===== config.mk =====
export PLATFORM = sky130hd
export DESIGN_NAME = imem_loader
export DESIGN_NICKNAME = d
export VERILOG_FILES = /design/src/rtl/imem_loader.sv
export SDC_FILE = /design/constraint.sdc
export NUM_CORES = 1
export LEC_CHECK = 0
export ABC_CLOCK_PERIOD_IN_PS = 3100
export CORE_ASPECT_RATIO = 0.6
export CORE_UTILIZATION = 50
export DETAILED_ROUTE_END_ITERATION = 10
export PLACE_DENSITY = 0.74
export SLEW_MARGIN = 30
export SYNTH_ARGS = -nofsm -noshare
export SYNTH_HDL_FRONTEND = slang
export SYNTH_SLANG_ARGS = --single-unit

===== constraint.sdc =====
create_clock -name clk -period 3.1 [get_ports clk]
set_input_delay 0.62 -clock clk [delete_from_list [all_inputs] [get_ports clk]]
set_output_delay 0.62 -clock clk [all_outputs]
set_load 0.05 [all_outputs]

===== src/rtl/imem_loader.sv =====
// Instruction-memory loader: packs a big-endian byte stream into 32-bit words
// and writes them to sequential RAM addresses while holding the CPU in reset.
module imem_loader #(
    parameter int unsigned ADDR_W = 10,
    parameter int unsigned DATA_W = 32
) (
    input  logic              clk,
    input  logic              reset,
    input  logic              start,
    input  logic [ADDR_W:0]   num_words,
    input  logic [7:0]        in_data,
    input  logic              in_valid,
    output logic              in_ready,
    output logic              mem_we,
    output logic [ADDR_W-1:0] mem_addr,
    output logic [DATA_W-1:0] mem_wdata,
    output logic              busy,
    output logic              cpu_hold,
    output logic              done
);

    typedef enum logic [1:0] {
        S_IDLE,
        S_COLLECT,
        S_WRITE,
        S_DONE
    } state_e;

    localparam logic [ADDR_W:0] MAX_WORDS = {1'b1, {ADDR_W{1'b0}}};

    state_e            state_q,    state_d;
    logic [1:0]        byte_cnt_q, byte_cnt_d;
    logic [ADDR_W:0]   word_cnt_q, word_cnt_d;
    logic [ADDR_W:0]   target_q,   target_d;
    logic [23:0]       pack_q,     pack_d;
    logic [ADDR_W-1:0] addr_q,     addr_d;
    logic [DATA_W-1:0] wdata_q,    wdata_d;

    always_ff @(posedge clk) begin
        if (reset) begin
            state_q    <= S_IDLE;
            byte_cnt_q <= '0;
            word_cnt_q <= '0;
            target_q   <= '0;
            pack_q     <= '0;
            addr_q     <= '0;
            wdata_q    <= '0;
        end else begin
            state_q    <= state_d;
            byte_cnt_q <= byte_cnt_d;
            word_cnt_q <= word_cnt_d;
            target_q   <= target_d;
            pack_q     <= pack_d;
            addr_q     <= addr_d;
            wdata_q    <= wdata_d;
        end
    end

    always_comb begin
        state_d    = state_q;
        byte_cnt_d = byte_cnt_q;
        word_cnt_d = word_cnt_q;
        target_d   = target_q;
        pack_d     = pack_q;
        addr_d     = addr_q;
        wdata_d    = wdata_q;
        case (state_q)
            S_IDLE, S_DONE: begin
                if (start) begin
                    target_d   = (num_words > MAX_WORDS) ? MAX_WORDS : num_words;
                    word_cnt_d = '0;
                    byte_cnt_d = '0;
                    state_d    = (num_words == '0) ? S_DONE : S_COLLECT;
                end
            end
            S_COLLECT: begin
                if (in_valid) begin
                    byte_cnt_d = byte_cnt_q + 2'd1;
                    case (byte_cnt_q)
                        2'd0: pack_d[23:16] = in_data;
                        2'd1: pack_d[15:8]  = in_data;
                        2'd2: pack_d[7:0]   = in_data;
                        default: begin
                            // Word and address are captured here so they stay stable after WRITE.
                            wdata_d = {pack_q, in_data};
                            addr_d  = word_cnt_q[ADDR_W-1:0];
                            state_d = S_WRITE;
                        end
                    endcase
                end
            end
            S_WRITE: begin
                word_cnt_d = word_cnt_q + 1'b1;
                state_d    = (word_cnt_d < target_q) ? S_COLLECT : S_DONE;
            end
            default: state_d = S_IDLE;
        endcase
    end

    always_comb begin
        in_ready  = (state_q == S_COLLECT);
        mem_we    = (state_q == S_WRITE);
        busy      = (state_q == S_COLLECT) || (state_q == S_WRITE);
        cpu_hold  = busy;
        done      = (state_q == S_DONE);
        mem_addr  = addr_q;
        mem_wdata = wdata_q;
    end

endmodule


[Word-level counts from Yosys, hierarchy flattened]
Cells that the tools add are included.
Storage, ports and cells
  register bits after elaboration: 92
  input bits: 23
Operators by class
  bitwise gates (word level): 1
  equality and inequality tests: 8
  add/sub/neg operators: 2
  mux-type cells: 12
  reductions and logical operators: 16
  order comparisons: 2
Operator list (count)
  $mux 11: 2
  $pmux 11 s2: 1
  $reduce_and 3->1: 6
  $mux 2: 7
  $add 11x1->11 const B: 1
  $gt 11x11->1 const B: 1
  $logic_not 11->1: 1
  $lt 11x11->1: 1
  $eq 2x2->1 const B: 3
  $ne 2x2->1 const B: 3
  $pmux 2 s3: 1
  $eq 2x1->1 const B: 2
  $logic_not 2->1: 2
  $pmux 2 s2: 1
  $reduce_and 2->1: 2
  $reduce_bool 2->1: 2
  $reduce_or 3->1: 1
  $add 2x1->2 const B: 1
  $reduce_or 2->1: 1
  $logic_or 1x1->1: 1
  $not 1->1: 1

[Logic depth before layout (Yosys ltp)]
  depth in word-level cells: 5
  mapped depth: 9
  gate-level depth less buffers: 9

[Least setup slack after synthesis]
Ideal clock, no wire load.
  kind: register to register
  start: register word_cnt_q[0]
  end: register state_q[1]
  data arrival time: 2382 ps
  path slack: 588 ps
  cell stages (with the launch flop): 10
  buffers on the path: 0
  setup time: 129 ps
  path through: dfxtp_1 ha_1 nand2_1 nor4_4 xor2_1 ha_1 a2111oi_0 o221ai_1 a211oi_1 o32ai_1
Between the ends
  cells in the longest elaborated chain, start to end: 4
RTL lines
  start: declaration: line 33  | logic [ADDR_W:0] word_cnt_q, word_cnt_d;
  start signal: assignment: line 51  | word_cnt_q <= word_cnt_d;
  $add 11x1->11: line 93  | word_cnt_d = word_cnt_q + 1'b1;
  $lt 11x11->1: line 94  | state_d = (word_cnt_d < target_q) ? S_COLLECT : S_DONE;
  $mux 2: line 94
  $pmux 2 s3: line 67  | case (state_q)
  end signal: assignment: line 49  | state_q <= state_d;
  end: declaration: line 31  | state_e state_q, state_d;
No other way between the ends.
A chain may end at the register's enable or synchronous reset.

[Final worst setup path]
  start: register state_q[0]
  end: output cpu_hold
Between the ends
  cells in the longest elaborated chain, start to end: 2
  elaborated cells on any way between the ends: 3
  those cells by class: 2 x eq/ne; 1 x reduce/logical
RTL lines
  $eq 2x1->1 or $eq 2x2->1 (tied branches): line 103  | busy = (state_q == S_COLLECT) || (state_q == S_WRITE);
  $logic_or 1x1->1 *: line 103
  end: declaration: line 18  | output logic cpu_hold,
Mark *: on every way between the ends. The rest lies on a longest branch, timed or not.

==> flow_metrics.py <==
metrics = {
    "timing": {
        "rsz0062_at_grt": "false",
        "drv_slew": 0,
        "final_hold_viol_count": 0,
        "max_slew.worst_pin.slew_ns": 0.931,
        "fin_crit_ns": 2.89,
        "slew_headroom_pct": 37.5,
        "finalHoldWorstSlack_ns": 0.453,
        "timing.final.ws_setup_ns": 0.214,
        "fmax_ghz": 0.346,
        "fin_crit_sh_pct": 93.1,
        "fin_tns_setup_ns": 0,
        "clock_skew_ns": 0.00520,
        "setup_violations": 0,
    },
    "synth": {
        "synth_top_area_share_pct": 45.7,
        "yosysSeqAreaShare_pct": 45.7,
        "synth_nets": 525,
        "synth_cell_type_count": 44,
        "synthTopCellsByCount": "106 x nand2_1, 92 x dfxtp_1, 67 x a21oi_1, 40 x nor2_1, 26 x mux2i_1",
        "syn_avg_cell_area_um2": 8.34,
        "synth-edff-count": 0,
        "synth_ff_type": "dfxtp_1",
        "synth_warnings": 0,
        "yosysTopAreaCell": "dfxtp_1",
        "synth_most_common_cell": "nand2_1",
        "syn_area_mm2": 0.00403,
        "async_reset_ff_share_pct": 0,
        "synth-seq-cells": 92,
        "ys_top_cells_by_area": "dfxtp_1 46%, nand2_1 9.9%, a21oi_1 8.3%",
        "synth_cells": 483,
    },
    "pwr": {
        "switchingPower_mw": 1.04,
        "p_sw_share_pct": 32.1,
        "power.density_mw_per_mm2": 641,
        "p_int_mw": 2.21,
        "irDropWorstVdd_v": 0.000372,
        "pwr-share-seq_pct": 39.6,
        "leakage_nw": 1.97,
        "p_comb_share_pct": 25.0,
        "clockPowerShare_pct": 35.5,
    },
    "die": {
        "die_w_um": 118,
        "start_util_pct": 53.5,
        "die_y_um": 71.5,
        "fp.dieArea_mm2": 0.00843,
        "ios": 70,
        "rows": 24,
        "coreArea_mm2": 0.00754,
    },
    "placed_design": {
        "hpwl_um": 6720,
        "dpl.cell_count": 630,
        "place_area_mm2": 0.00475,
        "io_buffers": 69,
        "place_congestion": 0.899,
        "pre_cts_ws_ns": 0.215,
    },
    "setup_path": {
        "critPathMaxFanout": 11,
        "cp-end-kind": "output pin",
        "cp_data_arrival_time_ns": 2.27,
        "cp-start-kind": "register",
        "cp.required_ns": 2.48,
        "crit_type": "reg -> out",
    },
    "route": {
        "ant_nets": 0,
        "drc": 0,
        "viasPerCell": 5.36,
        "routed_wl_um": 9680,
        "num_vias": 3460,
        "dr.pass1.iters": 5,
        "drt-initial-drc-count": 313,
        "drt-wirelength-per-cell_um": 15.0,
    },
    "clocking": {
        "htreeDepth": 3,
        "cts_made_buffers": 9,
        "cts.sinks": 92,
        "cts-root-buf": "clkbuf_16",
        "ctsLongestPathBuffers": 2,
        "clk_latency_ns": 0.34,
        "clk_pin_slew_worst_paths_ns": 0.06,
        "cts_tree": "yes",
        "post_cts_buffers": 0,
    },
    "run": {
        "drv_cap": 0,
    },
    "final_layout": {
        "insertedDiodeCount": 0,
        "final_nets": 579,
        "final_area_mm2": 0.00507,
        "syn2layout_area_growth_pct": 25.9,
        "stdcell_count": 646,
        "final_layout_size_suffix_gt1_share_pct": 5.72,
    },
    "run_status": {
        "outcome": "finished clean",
    },
    "global_route": {
        "grt_pass1_vias": 3156,
        "grt.total_usage_pct": 23.8,
        "antenna_found_initial": 0,
        "grt_max_degree": 56,
        "grt-ovfl-total": 0,
        "grt_pass1_wl_um": 15600,
    },
    "worst_hold_path": {
        "hold_path_class": "reg -> reg",
    },
}
-- power groups by stage --
stage	Combinational, mW	Clock, mW	Sequential [mW]
2_1_floorplan	0.588	0	1.30
3_3_place_gp	0.771	0	1.31
3_5_place_dp	0.790	0	1.31
4_1_cts	0.797	1.17	1.29
5_1_grt	0.882	1.22	1.29
6_report	0.812	1.15	1.29
-- registers in the layout, summed over array words and instances, names as in the netlist --
signal      count
pack_q         24
target_q       11
state_q         2
word_cnt_q     11
byte_cnt_q      2
mem_wdata      32
mem_addr       10
-- repair_timing --
item	4_1_cts	5_1_grt
setup endpoints to repair	0	1
gates resized for setup	0	2
hold buffers	0	0
-- layout by cell type, fill, tap and decap left out, types with 6 or more instances in the layout --
| master | netlist | routed |
|---|---|---|
| clkdlybuf4s50_1 | 0 | 68 |
| nor3_1 | 6 | 6 |
| a21oi_1 | 67 | 67 |
| mux2i_1 | 26 | 26 |
| ha_1 | 19 | 18 |
| clkbuf_16 | 0 | 9 |
| nor2_1 | 40 | 40 |
| inv_1 | 15 | 15 |
| o21ai_1 | 10 | 10 |
| nand2_1 | 106 | 106 |
| dfxtp_1 | 92 | 92 |
| buf_4 | 1 | 6 |
| nor3b_1 | 10 | 10 |
| nand3_1 | 9 | 9 |
-- layout make-up --
class                   count  area, µm²
clock buffers              12        236
clock inverters             4       73.8
fillers                   614       2470
inverters                  16       60.1
multi-input cells         343       2000
flip-flops and latches     92       1840
well taps                 104        130
repair buffers             75        731
-- routing by layer --
metal | GRT usage [%] | wire (µm) | up-vias
li1 | - | - | 1729
met5 | 0 | 0 | -
met4 | 8.12 | 61 | 0
met2 | 34.2 | 4040 | 114
met1 | 35.0 | 4870 | 1608
met3 | 5.57 | 715 | 9
-- worst paths after layout --
| kind | from | endpoint | slack (ns) | cells past startpoint |
|---|---|---|---|---|
| worst min-delay path | mem_wdata[21]$_SDFFE_PP0P_ | mem_wdata[21]$_SDFFE_PP0P_ | 0.45 | 2 |
| worst min register to register | mem_wdata[21]$_SDFFE_PP0P_ | mem_wdata[21]$_SDFFE_PP0P_ | 0.45 | 2 |
| worst max register to register | word_cnt_q[0]$_SDFFE_PP0P_ | state_q[1]$_SDFFE_PP0P_ | 0.26 | 9 |
| worst max-delay path | state_q[0]$_SDFFE_PP0P_ | cpu_hold | 0.21 | 4 |
-- kinds of logic (layout without fill, tap and decap cells) --
logic type / after synthesis / after routing / share of synthesized area, %
adder cells (fa/ha/maj): 19 / 19 / 5.90
AND/OR/NAND/NOR: 199 / 199 / 22.8
buffers and inverters: 48 / 107 / 4.88
flip-flops: 92 / 92 / 45.7
multiplexers: 26 / 26 / 6.46
AO/OA/AOI/OAI: 92 / 92 / 12.7
XOR/XNOR: 7 / 7 / 1.52
-- worst max-delay path: stages, from the launching register on --
cell,delay [ns]
dfxtp_1,0.42
inv_1,0.08
ha_1,0.45
inv_1,0.17
clkdlybuf4s50_1,0.81
-- stage by stage --
step | util [%] | power [mW]
after detailed placement | 63.1 | 2.10
after CTS | 67.2 | 3.25
after floorplan | - | 1.89
after global routing | 67.3 | 3.39
after global placement | 63.1 | 2.08
final | 67.3 | 3.25
Power figures use the tool's default switching activity.
